<file path="src/rtl/pc_sequencer_if.sv">
// Signal bundle between the PC sequencer and its environment: run handshake,
// instruction decode controls, lookup-table port and PC/status outputs.
interface pc_sequencer_if #(
  parameter int unsigned PC_W  = 10,
  parameter int unsigned IDX_W = 2,
  parameter int unsigned CNT_W = 16
);
  logic             Start;
  logic             Stall;
  logic             Halt_req;
  logic             Branch_en;
  logic             Branch_rel;
  logic [IDX_W-1:0] Branch_idx;
  logic [PC_W-1:0]  Lut_target;
  logic [IDX_W-1:0] Lut_addr;
  logic [PC_W-1:0]  PC;
  logic             Fetch_valid;
  logic             Done;
  logic [CNT_W-1:0] Cycle_cnt;

  // Environment side: drives decode controls and answers the lookup table.
  modport master (
    output Start, Stall, Halt_req, Branch_en, Branch_rel, Branch_idx, Lut_target,
    input  Lut_addr, PC, Fetch_valid, Done, Cycle_cnt
  );

  // Sequencer side.
  modport slave (
    input  Start, Stall, Halt_req, Branch_en, Branch_rel, Branch_idx, Lut_target,
    output Lut_addr, PC, Fetch_valid, Done, Cycle_cnt
  );
endinterface

</file>
<file path="src/rtl/pc_sequencer.sv">
// Program-counter sequencer: owns the PC, resolves taken branches through an
// external lookup table (absolute or PC-relative) and counts run cycles.
module pc_sequencer #(
  parameter int unsigned PC_W  = 10,
  parameter int unsigned IDX_W = 2,
  parameter int unsigned CNT_W = 16
) (
  input logic          Clk,
  input logic          Reset_n,
  pc_sequencer_if.slave bus
);

  localparam logic [1:0] ST_IDLE   = 2'd0;
  localparam logic [1:0] ST_RUN    = 2'd1;
  localparam logic [1:0] ST_BRANCH = 2'd2;
  localparam logic [1:0] ST_HALTED = 2'd3;

  logic [1:0]       state_q, state_d;
  logic [PC_W-1:0]  pc_q, pc_d;
  logic [IDX_W-1:0] idx_q, idx_d;
  logic             rel_q, rel_d;
  logic [PC_W-1:0]  base_q, base_d;
  logic [CNT_W-1:0] cnt_q, cnt_d;
  logic             fetch_valid_q, fetch_valid_d;
  logic             done_q, done_d;

  logic [CNT_W-1:0] cnt_sat_inc;
  logic [PC_W-1:0]  branch_target;

  // Counter sticks at all-ones instead of wrapping.
  assign cnt_sat_inc   = (cnt_q == {CNT_W{1'b1}}) ? cnt_q : cnt_q + CNT_W'(1);
  assign branch_target = rel_q ? (base_q + bus.Lut_target) : bus.Lut_target;

  // State register and all datapath flops.
  always_ff @(posedge Clk or negedge Reset_n) begin
    if (!Reset_n) begin
      state_q       <= ST_IDLE;
      pc_q          <= '0;
      idx_q         <= '0;
      rel_q         <= 1'b0;
      base_q        <= '0;
      cnt_q         <= '0;
      fetch_valid_q <= 1'b0;
      done_q        <= 1'b0;
    end else begin
      state_q       <= state_d;
      pc_q          <= pc_d;
      idx_q         <= idx_d;
      rel_q         <= rel_d;
      base_q        <= base_d;
      cnt_q         <= cnt_d;
      fetch_valid_q <= fetch_valid_d;
      done_q        <= done_d;
    end
  end

  // Next-state and next-output logic.
  always_comb begin
    state_d = state_q;
    pc_d    = pc_q;
    idx_d   = idx_q;
    rel_d   = rel_q;
    base_d  = base_q;
    cnt_d   = cnt_q;

    unique case (state_q)
      ST_IDLE: begin
        pc_d = '0;
        if (bus.Start) begin
          cnt_d   = '0;
          state_d = ST_RUN;
        end
      end
      ST_RUN: begin
        if (!bus.Stall) begin
          cnt_d = cnt_sat_inc;
          if (bus.Halt_req) begin
            state_d = ST_HALTED;
          end else if (bus.Branch_en) begin
            idx_d   = bus.Branch_idx;
            rel_d   = bus.Branch_rel;
            base_d  = pc_q;
            state_d = ST_BRANCH;
          end else begin
            pc_d = pc_q + PC_W'(1);
          end
        end
      end
      ST_BRANCH: begin
        // Lut_addr has shown idx_q since the branch edge, so Lut_target is settled.
        if (!bus.Stall) begin
          cnt_d   = cnt_sat_inc;
          pc_d    = branch_target;
          state_d = ST_RUN;
        end
      end
      ST_HALTED: begin
        if (bus.Start) begin
          pc_d    = '0;
          cnt_d   = '0;
          state_d = ST_RUN;
        end
      end
      default: state_d = ST_IDLE;
    endcase

    fetch_valid_d = (state_d == ST_RUN);
    done_d        = (state_d == ST_HALTED);
  end

  assign bus.PC          = pc_q;
  assign bus.Lut_addr    = idx_q;
  assign bus.Fetch_valid = fetch_valid_q;
  assign bus.Done        = done_q;
  assign bus.Cycle_cnt   = cnt_q;

endmodule
</file>
<file path="src/flat_wrapper.sv">
// flat-port wrapper written by rule: the top's interface ports become plain ports
module pc_sequencer_flat 
#(
  parameter int unsigned PC_W  = 10,
  parameter int unsigned IDX_W = 2,
  parameter int unsigned CNT_W = 16
)
  (Clk, Reset_n, bus_Start, bus_Stall, bus_Halt_req, bus_Branch_en, bus_Branch_rel, bus_Branch_idx, bus_Lut_target, bus_Lut_addr, bus_PC, bus_Fetch_valid, bus_Done, bus_Cycle_cnt);
  pc_sequencer_if #(.PC_W(PC_W), .IDX_W(IDX_W), .CNT_W(CNT_W)) bus_i ();
  input logic Clk;
  input logic Reset_n;
  input wire logic [$bits(bus_i.Start)-1:0] bus_Start;
  input wire logic [$bits(bus_i.Stall)-1:0] bus_Stall;
  input wire logic [$bits(bus_i.Halt_req)-1:0] bus_Halt_req;
  input wire logic [$bits(bus_i.Branch_en)-1:0] bus_Branch_en;
  input wire logic [$bits(bus_i.Branch_rel)-1:0] bus_Branch_rel;
  input wire logic [$bits(bus_i.Branch_idx)-1:0] bus_Branch_idx;
  input wire logic [$bits(bus_i.Lut_target)-1:0] bus_Lut_target;
  output wire logic [$bits(bus_i.Lut_addr)-1:0] bus_Lut_addr;
  output wire logic [$bits(bus_i.PC)-1:0] bus_PC;
  output wire logic [$bits(bus_i.Fetch_valid)-1:0] bus_Fetch_valid;
  output wire logic [$bits(bus_i.Done)-1:0] bus_Done;
  output wire logic [$bits(bus_i.Cycle_cnt)-1:0] bus_Cycle_cnt;
  assign bus_i.Start = bus_Start;
  assign bus_i.Stall = bus_Stall;
  assign bus_i.Halt_req = bus_Halt_req;
  assign bus_i.Branch_en = bus_Branch_en;
  assign bus_i.Branch_rel = bus_Branch_rel;
  assign bus_i.Branch_idx = bus_Branch_idx;
  assign bus_i.Lut_target = bus_Lut_target;
  assign bus_Lut_addr = bus_i.Lut_addr;
  assign bus_PC = bus_i.PC;
  assign bus_Fetch_valid = bus_i.Fetch_valid;
  assign bus_Done = bus_i.Done;
  assign bus_Cycle_cnt = bus_i.Cycle_cnt;
  pc_sequencer #(.PC_W(PC_W), .IDX_W(IDX_W), .CNT_W(CNT_W)) u_core (.Clk(Clk), .Reset_n(Reset_n), .bus(bus_i));
endmodule
</file>
<file path="config.mk">
export PLATFORM = sky130hd
export DESIGN_NAME = pc_sequencer_flat
export DESIGN_NICKNAME = d
export VERILOG_FILES = /design/src/rtl/pc_sequencer_if.sv /design/src/rtl/pc_sequencer.sv /design/src/flat_wrapper.sv
export SDC_FILE = /design/constraint.sdc
export NUM_CORES = 1
export LEC_CHECK = 0
export ABC_AREA = 1
export CAP_MARGIN = 10
export CORE_ASPECT_RATIO = 1.5
export CORE_UTILIZATION = 50
export CTS_CLUSTER_DIAMETER = 50
export DETAILED_ROUTE_END_ITERATION = 6
export PLACE_DENSITY_LB_ADDON = 0.08
export SKIP_CTS_REPAIR_TIMING = 1
export SYNTH_ARGS = -nofsm -noshare
export SYNTH_HDL_FRONTEND = slang
export SYNTH_SLANG_ARGS = --single-unit
</file>
<file path="constraint.sdc">
create_clock -name Clk -period 2.67 [get_ports Clk]
set_clock_uncertainty 0.2 [all_clocks]
set_input_delay 0.267 -clock Clk [delete_from_list [all_inputs] [get_ports Clk]]
set_output_delay 0.267 -clock Clk [all_outputs]
set_load 0.05 [all_outputs]
</file>
---- Word level (Yosys, flattened, before mapping) ----
Index checks and enable logic that the tools add are counted.
word-level totals
  bits in registers ....................... 43
  bits of input ports ..................... 19
  output and inout port bits .............. 30
  word-level logic and storage cells ...... 50
cells by class
  $add $sub $neg .......................... 3
  equal/unequal tests ..................... 14
  multiplexer cells ....................... 17
  bitwise gates (word level) .............. 2
  reductions and logical operators ........ 6
operator list
  cell                                                                     count
  10-bit two-way mux                                                       6
  16-bit two-way mux                                                       3
  10-bit case mux with 4 select lines                                      1
  16-bit case mux with 2 select lines                                      1
  16-bit by 1-bit adder with 16-bit output, second input constant          1
  16-bit equality test, second input constant                              1
  2-bit inequality test, second input constant                             7
  10-bit by 1-bit adder with 10-bit output, second input constant          1
  10-bit adder                                                             1
  2-bit two-way mux                                                        5
  2-bit equality test, second input constant                               3
  2-bit case mux with 3 select lines                                       1
  5-bit AND reduction                                                      1
  2-bit by 1-bit equality test with 1-bit output, second input constant    2
  4-bit AND reduction                                                      1
  2-bit OR reduction                                                       2
  3-bit AND reduction                                                      1
  2-bit logical NOT                                                        1
  2-bit by 1-bit inequality test with 1-bit output, second input constant  1
  1-bit NOT                                                                2

---- Logic depth before layout (Yosys ltp) ----
Gate-level depths: netlist (run 1).
  depth in word-level cells ............... 5
  mapped depth ............................ 13
  mapped depth without buffers ............ 13

---- Worst setup path before layout (run 1) ----
Ideal clock, no wire load.
  path kind ............................... register to register
  start point ............................. register u_core.cnt_q[0], in the netlist u_core.bus.Cycle_cnt[0]
  end point ............................... register u_core.cnt_q[0], in the netlist u_core.bus.Cycle_cnt[0]
  setup time .............................. 81 ps
  data arrival time ....................... 1848 ps
  required time ........................... 2389 ps
  slack ................................... 541 ps
  stages on the path, launching flop included .. 11
  path buffers ............................ 1
  period minus slack after synthesis ...... 2129 ps
  cell sequence ........................... dfrtp_1 ha_1 nand2_1 nor3_4 nand4_2 nand3_2 nand2_4 inv_4 buf_8 nand2_1 o21ai_1
between the ends
  cells in the longest elaborated chain, start to end .. 4
  elaborated cells between the ends (all ways) .. 7
  those cells by class .................... add/sub: 1; eq/ne: 2; mux: 3; reduce/logical: 1
ends and longest elaborated chain
  item                                      RTL line                                source
  from (decl)                               pc_sequencer.sv:23                      logic [CNT_W-1:0] cnt_q, cnt_d;
  from (signal assigned)                    pc_sequencer.sv:51                      cnt_q <= cnt_d;
  16-bit by 1-bit adder with 16-bit output  pc_sequencer.sv:31                      assign cnt_sat_inc = (cnt_q == {CNT_W{1'b1}}) ? cnt_q : cnt_q + CNT_W'(1);
  16-bit two-way mux                        pc_sequencer.sv:31
  16-bit two-way mux                        pc_sequencer.sv:75, pc_sequencer.sv:91
  16-bit case mux with 2 select lines       pc_sequencer.sv:66                      unique case (state_q)
Several ways; a longest one is shown, not always the timed one. The select of a mux whose other input is x is not followed.
A chain may end at the register's enable or synchronous reset.

---- Worst setup path in the final report (run 1) ----
  start point ............................. register u_core.state_q[1]
  end point ............................... register u_core.pc_q[2], in the netlist u_core.bus.PC[2]
between the ends
  cells in the longest elaborated chain, start to end .. 3
  elaborated cells between the ends (all ways) .. 11
  those cells by class .................... eq/ne: 8; mux: 1; reduce/logical: 2
ends and longest elaborated chain
  item                                                                                   RTL line            source
  from (decl)                                                                            pc_sequencer.sv:18  logic [1:0] state_q, state_d;
  from (signal assigned)                                                                 pc_sequencer.sv:46  state_q <= state_d;
  2-bit by 1-bit equality test with 1-bit output or 2-bit equality test (tied branches)  pc_sequencer.sv:66
  2-bit inequality test (no line)                                                        n/a
  5-bit AND reduction (no line)                                                          n/a
  to (signal assigned)                                                                   pc_sequencer.sv:47  pc_q <= pc_d;
  to (decl)                                                                              pc_sequencer.sv:19  logic [PC_W-1:0] pc_q, pc_d;
Several ways; a longest one is shown, not always the timed one.

==> metrics.yaml, run 1 <==
top_layer_used: "met4"
place.port_buffers: 48
cts_max_level: 2
cp-start-kind: "flop"
utilization_pct: 64.8
dp.cells: 530
layout-drive-gt1-share_pct: 5.98
tightest_slew_ps: 983
clockBufferDepth: 2
via_per_inst: 5.29
synth_compound_area_share_pct: 10.3
dr.pass1.iters: 4
grt_pass1_wl_um: 12000
grt.total_usage_pct: 25.0
syn_area_per_cell_um2: 7.06
clock_latency_ps: 300
ir_drop_uv: 567
wirelength_um: 7270
clock-root-buffer: "clkbuf_8"
grt_max_degree: 44
area_growth_pct: 22.9
setup_tns_ps: 0
initial_core_util_pct: 52.7
max-slew-margin-rel_pct: 34.5
synth.cell_area_um2: 2940
synth_warnings: 0
rrSetupSlack_ps: 530
dr.first_iter.drc_count: 101
placementRows: 33
power_mw: 3.47
outcome: "complete, but fails checks"
period_share_pct: 80.2
rsz0062_at_grt: "no"
synthAdderAreaFrac_pct: 6.65
yosys.cell_types.count: 35
critical_path_class: "reg -> reg"
synth-simple-area-share_pct: 33.9
drv_slew: 0
first_global_vias: 2680
instances_no_fill: 538
worst_setup_hold_path_clk_slew_ps: 90
synth_top_family_by_area: "simple AND/OR/NAND/NOR gates"
violations: "hold timing"
dpl_cell_area_um2: 3480
cts_buffers: 5
finalCriticalPeriod_ps: 2140
layout_setup_ws_ps: 528
reg2reg_to: "u_core.bus.PC[2]$_DFFE_PN0P_"
setup_viol: 0
whs_ps: -79.9
syn-instance-count: 416
synth_seq_cells: 43
wire_per_inst_um: 13.5
route.met2.wl_um: 4100
floorplan.io_pins: 49
fmax_mhz: 467
drc: 0
met3_length_um: 232
cap_violations: 0
r2r-start: "u_core.state_q[1]$_DFF_PN0_"
vias: 2845
hpwlAfterDp_um: 5560
cts_tree: "done"
hold_path_class: "in -> async"
cp-end-kind: "flop"
synth_nets: 450
drt-met1-wl_um: 2850
yosysSeqAreaShare_pct: 36.6
antenna_found_initial: 0
cts_sinks: 43
crit_path_max_fanout: 8
critPathArrivalTime_ps: 2160
final_cell_area_um2: 3610
coreArea_um2: 5570
synth_xor_area_share_pct: 3.88
gp_congestion: 0.858
drtAntennaViolNets: 0
fin_nets: 501
die_y_um: 95.9
crit_required_ps: 2680
diodes: 0
power_density_nw_per_um2: 961
die_area_um2: 6190
grt_overflow: 0
p_leak_nw: 1.72
finalHoldViolCount: 43
dp_slack_ps: 249
synthMuxAreaShare_pct: 0.767
r2r_cells: 9
die_x_um: 64.6
final cells by class:
type / count / area, um2
Clock inverter: 2 / 60.1
Fill cell: 514 / 1960
Inverter: 49 / 186
Timing Repair Buffer: 51 / 498
Tap cell: 70 / 87.6
Sequential cell: 43 / 1080
Clock buffer: 6 / 72.6
Multi-Input combinational cell: 317 / 1630
layer usage:
layer	GRT usage, %	up-vias
li1	-	1449
met1	26.7	1327
met2	49.7	61
met3	2.84	8
met4	8.52	0
met5	0	-
Yosys cell counts, drive strengths merged:
cell / count / area share, %
buf: 3 / 1.0
and3: 1 / 0.21
fa: 1 / 0.68
a21oi: 14 / 2.4
nor2: 41 / 5.3
o22ai: 3 / 0.64
xor2: 12 / 3.6
clkbuf: 4 / 0.51
nand3b: 2 / 0.51
nor3: 13 / 3.0
or2: 3 / 0.64
a31oi: 1 / 0.21
ha: 14 / 6.0
inv: 49 / 6.3
mux2: 2 / 0.77
nand4: 5 / 1.3
o22a: 1 / 0.30
nand2: 129 / 17
nand3: 35 / 6.1
xnor2: 1 / 0.30
o21ai: 38 / 6.5
dfrtp: 43 / 37
o21a: 1 / 0.26
how the worst max path moves through the flow:
stage | slack [ps] | end | from | cells after the start
2_1_floorplan | 540 | u_core.bus.Cycle_cnt[0]$_DFFE_PN0P_ | u_core.bus.Cycle_cnt[0]$_DFFE_PN0P_ | 10
6_report | 530 | u_core.bus.PC[2]$_DFFE_PN0P_ | u_core.state_q[1]$_DFF_PN0_ | 9
3_3_place_gp | 310 | u_core.bus.PC[7]$_DFFE_PN0P_ | bus_Lut_target[4] | 12
5_1_grt | 300 | u_core.bus.PC[2]$_DFFE_PN0P_ | u_core.state_q[1]$_DFF_PN0_ | 9
3_5_place_dp | 250 | u_core.bus.PC[6]$_DFFE_PN0P_ | bus_Lut_target[0] | 13
4_1_cts | 520 | u_core.bus.PC[2]$_DFFE_PN0P_ | u_core.state_q[1]$_DFF_PN0_ | 9
state kept, by name (all words and copies together), names as in the netlist:
register / count
u_core.base_q: 10
u_core.bus.Cycle_cnt: 16
u_core.bus.Done: 1
u_core.bus.Fetch_valid: 1
u_core.bus.Lut_addr: 2
u_core.bus.PC: 10
u_core.rel_q: 1
u_core.state_q: 2
placed cells by master, fill, tap and decap left out, types with 12 or more instances in the layout:
master             n
ha_1              14
nand3_1           34
inv_1             43
xor2_1            12
clkdlybuf4s50_1   47
o21ai_1           12
a21oi_1           14
dfrtp_1           43
o21ai_0           26
nand2_1          127
nor2_1            40
logic make-up after synthesis:
kind of cell / after synthesis
AND/OR/NAND/NOR: 229
AO/OA/AOI/OAI: 58
buffers and inverters: 56
flip-flops: 43
adder cells (fa/ha/maj): 15
XOR/XNOR: 13
multiplexers: 2
worst max-delay path, stage by stage, from the launching register on:
cell     delay (ps)
dfrtp_1         390
inv_1            80
ha_1            230
inv_2           100
nor2_1           50
inv_1            60
nand4_1         270
nor2_2          420
inv_2            90
o22ai_1         170
power by group:
part           switching [mW]  leakage [nW]  internal, mW
clock network           0.230        0.0654         0.374
logic                    1.25          1.07         0.602
registers               0.189         0.582         0.825
Note: power is estimated with default switching activity, not from simulation.
==> inputs of run 2 (changes only) <==
- clock period: 2.67 -> 2.02 ns (I/O delays scaled with it)
==> metrics.yaml, run 2 (synthesis results as in run 1) <==
nFillCells: 523  # was 514
final_cell_area_um2: 3790  # was 3610 um2
final_cell_mix: "nand2_1, inv_1, dfrtp_1, nor2_1, clkdlybuf4s50_1"  # was nand2_1, clkdlybuf4s50_1, inv_1, dfrtp_1, nor2_1
tightest_slew_ps: 545  # was 983 ps
holdPathStages: 3
cts_sinks: 43  # unchanged
critPathArrivalTime_ps: 1570  # was 2160 ps
cp_top_family: "buffers and inverters"  # was simple AND/OR/NAND/NOR gates
cts_tree: "done"  # unchanged
setup_tns_ps: 0  # unchanged
hp-start: "bus_Branch_rel"
setup_viol: 0  # unchanged
crit_path_max_fanout: 5  # was 8
clockBufferDepth: 2  # unchanged
largest_reg_flops: 16  # unchanged
floorplan.io_pins: 49  # unchanged
clock-root-buffer: "clkbuf_8"  # unchanged
diodes: 0  # unchanged
layout-drive-gt1-share_pct: 14.6  # was 5.98%
outcome: "complete, no violations"  # was complete, but fails checks
rrSetupSlack_ps: 130  # was 530 ps
max-slew-margin-rel_pct: 63.6  # was 34.5%
crit_path_top_delay_cell: "clkdlybuf4s50_1"  # was nor2_2
multi_input_area_um2: 1660  # was 1630 um2
fin_nets: 526  # was 501
power_mw: 4.69  # was 3.47 mW
gp_congestion: 0.924  # was 0.858
dpl_cell_area_um2: 3630  # was 3480 um2
final-seq-area_um2: 1080  # about the same
cp-start-kind: "flop"  # unchanged
max_stage_delay_ps: 830  # was 420 ps
initial_core_util_pct: 52.7  # unchanged
hold_path_class: "in -> reg"  # was in -> async
finalHoldViolCount: 0  # was 43
grt_overflow: 0  # unchanged
placementRows: 33  # unchanged
grt_max_degree: 44  # unchanged
cp-end-kind: "output pin"  # was flop
drc: 0  # unchanged
whs_ps: 284  # was -79.9 ps
final_common_cell: "nand2_1"  # unchanged
hpwlAfterDp_um: 5880  # was 5560 um
power_density_nw_per_um2: 1240  # was 961 nW/um2
cts_buffers: 5  # unchanged
area_growth_pct: 29.2  # was 22.9%
vias: 2907  # was 2845
grt_pass1_wl_um: 11900  # was 12000 um
clock_latency_ps: 300  # about the same
die_x_um: 64.6  # unchanged
worst_setup_hold_path_clk_slew_ps: 80  # was 90 ps
grt.total_usage_pct: 25.3  # was 25.0%
drtAntennaViolNets: 0  # unchanged
finalCriticalPeriod_ps: 1980
die_y_um: 95.9  # unchanged
wirelength_um: 7410  # was 7270 um
die_area_um2: 6190  # unchanged
coreArea_um2: 5570  # unchanged
dr.pass1.iters: 4  # unchanged
crit_required_ps: 1620  # was 2680 ps
r2r-start: "u_core.base_q[2]$_DFFE_PN0P_"  # was u_core.state_q[1]$_DFF_PN0_
rsz0062_at_grt: "yes"  # was no
path_buf_inv: 1  # was 4
antenna_found_initial: 0  # unchanged
r2r_cells: 12  # was 9
cap_violations: 0  # unchanged
reg2reg_to: "u_core.bus.PC[7]$_DFFE_PN0P_"  # was u_core.bus.PC[2]$_DFFE_PN0P_
crit_chain: "clkdlybuf4s50_1"  # was inv_1, ha_1, inv_2, nor2_1, inv_1, nand4_1, nor2_2, inv_2, o22ai_1
p_leak_nw: 1.87  # was 1.72 nW
first_global_vias: 2703  # was 2680
worstHoldEndpoint: "u_core.rel_q$_DFFE_PN0P_"
fmax_mhz: 506
drv_slew: 0  # unchanged
cts_max_level: 2  # unchanged
via_per_inst: 5.16  # was 5.29
utilization_pct: 68.1  # was 64.8%
place.port_buffers: 48  # unchanged
dr.first_iter.drc_count: 123  # was 101
wire_per_inst_um: 13.2  # was 13.5 um
period_share_pct: 97.8
ir_drop_uv: 776  # was 567 uV
critical_path_class: "reg -> out"  # was reg -> reg
run 2: how the worst max path moves through the flow:
stage,startpoint,end,cells after the start
final,u_core.bus.PC[7]$_DFFE_PN0P_,bus_PC[7],1
after global routing,u_core.base_q[0]$_DFFE_PN0P_,u_core.bus.PC[8]$_DFFE_PN0P_,12
after CTS,u_core.bus.Cycle_cnt[0]$_DFFE_PN0P_,bus_Cycle_cnt[0],2
after detailed placement,bus_Lut_target[0],u_core.bus.PC[6]$_DFFE_PN0P_,13
after global placement,bus_Lut_target[0],u_core.bus.PC[6]$_DFFE_PN0P_,13
after floorplan,u_core.bus.Cycle_cnt[9]$_DFFE_PN0P_,u_core.bus.Cycle_cnt[0]$_DFFE_PN0P_,9
run 2: area by class of cell:
class / instances / share of cell area [%]
multi-input combinational: 317 / 43.9
sequential: 43 / 28.4
timing repair buffer: 76 / 17.7
inverter: 49 / 4.91
clock buffer: 7 / 2.54
tap: 70 / 2.31
clock inverter: 1 / 0.198
run 2: per-layer routing:
layer  up-vias  global-route usage [%]  share of wire (%)
met2        59                    51.1                 57
met1      1340                    25.2                 38
met3        14                    3.08                2.7
met4         0                    11.3                2.5
met5         -                       0                  0
li1       1494                       -                  -
run 2: through the flow:
| stage | setup slack, ps | cells |
|---|---|---|
| finish | 44.9 | 563 |
| global route | -24.0 | 563 |
| CTS | 3.67 | 561 |
| detailed placement | -264 | 553 |
| global placement | -218 | 553 |
| floorplan | 71.7 | 416 |
run 2: power by group:
part	switching, mW	internal, mW	total, mW
sequential	0.206	1.09	1.30
clock	0.299	0.311	0.610
combinational	1.77	1.00	2.78
total	2.28	2.41	4.69
==> inputs of run 3 (changes only) <==
- GPL_ROUTABILITY_DRIVEN: default -> 0
==> results of run 3 <==
No change in the layout: final DEF, timing and power equal those of run 2.
==> RTL change (settings of run 2) <==
`IDX_W` is set to 2 in 3 places; all go to 1.
--- a/src/rtl/pc_sequencer_if.sv
+++ b/src/rtl/pc_sequencer_if.sv
@@ -2,7 +2,7 @@
 // instruction decode controls, lookup-table port and PC/status outputs.
 interface pc_sequencer_if #(
   parameter int unsigned PC_W  = 10,
-  parameter int unsigned IDX_W = 2,
+  parameter int unsigned IDX_W = 1,
   parameter int unsigned CNT_W = 16
 );
   logic             Start;
--- a/src/rtl/pc_sequencer.sv
+++ b/src/rtl/pc_sequencer.sv
@@ -2,7 +2,7 @@
 // external lookup table (absolute or PC-relative) and counts run cycles.
 module pc_sequencer #(
   parameter int unsigned PC_W  = 10,
-  parameter int unsigned IDX_W = 2,
+  parameter int unsigned IDX_W = 1,
   parameter int unsigned CNT_W = 16
 ) (
   input logic          Clk,
--- a/src/flat_wrapper.sv
+++ b/src/flat_wrapper.sv
@@ -2,7 +2,7 @@
 module pc_sequencer_flat 
 #(
   parameter int unsigned PC_W  = 10,
-  parameter int unsigned IDX_W = 2,
+  parameter int unsigned IDX_W = 1,
   parameter int unsigned CNT_W = 16
 )
   (Clk, Reset_n, bus_Start, bus_Stall, bus_Halt_req, bus_Branch_en, bus_Branch_rel, bus_Branch_idx, bus_Lut_target, bus_Lut_addr, bus_PC, bus_Fetch_valid, bus_Done, bus_Cycle_cnt);
Ports: changed (resized bus_Branch_idx and bus_Lut_addr); port bits go from 49 to 47. The function was not compared with the original's and may differ.
==> RTL change against run 2 <==
- synthesized cell count down 0.48%
- design area down 1.3%
- routed wire length about the same
- via count down 0.45%
- count of clock-buffer cells in the layout down 1
- synthesized area down 1.2%
- global-route usage up 0.77 points
- setup slack about the same
- power down 3.0%
- sequential cell count down 1
- critical path type unchanged
==> RTL change: results (changes against run 2) <==
qor: clock_network.htree_levels 2 [unchanged]
qor: status.outcome completed [unchanged]
qor: detailed_routing.wl_per_cell 13.25 microns [was 13.16 microns]
qor: placement.placedCellCount 549 [was 553]
qor: synth.synthFlopType sky130_fd_sc_hd__dfrtp_1 [unchanged]
qor: pwr.worst_ir_drop_vdd 0.7099 mV [was 0.7762 mV]
qor: synth.synthTopCellsByCount sky130_fd_sc_hd__nand2_1, sky130_fd_sc_hd__dfrtp_1, sky130_fd_sc_hd__inv_1, sky130_fd_sc_hd__nor2_1, sky130_fd_sc_hd__nand3_1 [unchanged]
qor: global_route.grt_pass1_vias 2,764 [was 2,703]
qor: detailed_routing.drt-pass1-iter-count 5 [was 4]
qor: critical_path.cpLargestDelayFamily buffers and inverters [unchanged]
qor: placement.place_hpwl 5.755 mm [was 5.880 mm]
qor: final_layout.final_net_count 521 [was 526]
qor: global_route.grt_first_pass_wirelength 12.25 mm [was 11.92 mm]
qor: synth.synth-seq-area-share 36.24% [was 36.64%]
qor: detailed_routing.drt-total-wl 7.408 mm [was 7.410 mm]
qor: synth.synth_area_leaders sky130_fd_sc_hd__dfrtp_1, sky130_fd_sc_hd__nand2_1, sky130_fd_sc_hd__ha_1 [unchanged]
qor: synth.synth_nets 447 [was 450]
qor: sta.worst-slew-pin-transition 523.5 ps [was 545.5 ps]
qor: placement.io_port_bufs 46 [was 48]
qor: critical_path.timing.critical_path.slowest_cell_delay 840 ps
qor: placement.routabilityCongestion 0.8636 [was 0.9236]
qor: final_layout.antenna-diode-count 0 [unchanged]
qor: critical_path.highest_delay_cell_along_the_critical_path sky130_fd_sc_hd__clkdlybuf4s50_1 [unchanged]
qor: worst_hold_path.holdPathStages 3 [unchanged]
qor: detailed_routing.vias_per_cell 5.177 [was 5.163]
qor: critical_path.worst_r2r_endpoint u_core.bus.PC[9] [was u_core.bus.PC[7]]
qor: worst_hold_path.worstHoldEndpoint u_core.rel_q [unchanged]
qor: clock_network.path_clk_slew 80 ps [about the same]
qor: critical_path.number_of_cell_instances_on_the_worst_register_to_register_path 10 [was 12]
qor: global_route.pin_count_of_the_biggest_net_entering_global_routing 43 [was 44]
qor: pwr.power_leakage 1.876 nW [was 1.867 nW]
qor: synth.postSynthCellCount 414 [was 416]
qor: detailed_routing.drt_iter0_markers 146 [was 123]
qor: critical_path.worst_r2r_startpoint u_core.base_q[5] [was u_core.base_q[2]]
qor: global_route.grt_util_all_layers 26.10% [was 25.33%]
qor: final_layout.drive_above_1_share 13.70% [was 14.60%]
qor: critical_path.largest_fanout_on_the_critical_path 5 [unchanged]
qor: clock_network.clk_path_buf_depth 2 [unchanged]
qor: synth.netlist-cell-type-count 35 [unchanged]
qor: critical_path.r2r_setup_slack 110 ps [was 130 ps]
[RTL change: changes by cell type after synthesis]
cell,before,now
sky130_fd_sc_hd__o21ai_0,26,27
sky130_fd_sc_hd__inv_2,5,6
sky130_fd_sc_hd__mux2_2,2,1
sky130_fd_sc_hd__inv_1,43,42
sky130_fd_sc_hd__dfrtp_1,43,42
sky130_fd_sc_hd__o21ai_1,12,11
[RTL change: worst register-to-register path, delay by kind of cell (launching register included)]
family	cells	cell delay (ps)
simple gates	9	880
flops	1	400
fa+ha+maj	1	330
[RTL change: power by group]
| group | leakage (nW) | internal [mW] | switching (mW) | total (mW) |
|---|---|---|---|---|
| clock network | 0.0472 | 0.275 | 0.303 | 0.578 |
| logic | 1.26 | 0.966 | 1.72 | 2.69 |
| registers | 0.567 | 1.06 | 0.215 | 1.28 |
[RTL change: stage by stage]
stage / hold WS, ps / setup WS, ps / instance area, sq um / power, mW
2_1_floorplan: -293.6 / 71.70 / 2903 / 3.036
3_3_place_gp: 100.1 / -219.7 / 3586 / 3.870
3_5_place_dp: 105.7 / -269.1 / 3586 / 3.918
4_1_cts: -218.9 / 14.55 / 3681 / 4.502
5_1_grt: 304.1 / -25.19 / 3745 / 4.891
6_report: 282.7 / 44.70 / 3745 / 4.546
[RTL change: cells by family after synthesis]
kind of cell	after synthesis	share of synthesized area, %
AND/OR/NAND/NOR	229	34.34
AO/OA/AOI/OAI	58	10.40
buffers and inverters	56	7.981
flip-flops	42	36.24
adder cells (fa/ha/maj)	15	6.730
XOR/XNOR	13	3.926
multiplexers	1	0.3882
[RTL change: how the worst max path moves through the flow]
stage	startpoint	to	slack, ps	cells after the start
floorplan	u_core.bus.Cycle_cnt[9]	u_core.bus.Cycle_cnt[0]	70	9
global placement	bus_Lut_target[0]	u_core.bus.PC[6]	-220	13
detailed placement	bus_Lut_target[0]	u_core.bus.PC[6]	-270	13
CTS	u_core.base_q[0]	u_core.bus.PC[6]	10	12
global route	u_core.base_q[0]	u_core.bus.PC[6]	-30	12
finish	u_core.bus.Cycle_cnt[7]	bus_Cycle_cnt[7]	40	1
[RTL change: routing by layer]
| metal | part of all wire, % | global-route usage [%] | vias up |
|---|---|---|---|
| met2 | 56 | 52.13 | 67 |
| met3 | 3.1 | 2.153 | 12 |
| met1 | 38 | 27.45 | 1330 |
| met5 | 0 | 0 | - |
| met4 | 2.3 | 10.93 | 0 |
| li1 | - | - | 1485 |
[RTL change: cell type report]
cell class                      count  area (sq um)
Multi-Input combinational cell    316          1654
Clock buffer                        6         82.58
Sequential cell                    42          1054
Inverter                           49         186.4
Timing Repair Buffer               74         668.1
Tap cell                           70         87.58
Clock inverter                      2         12.51
Fill cell                         502          1788
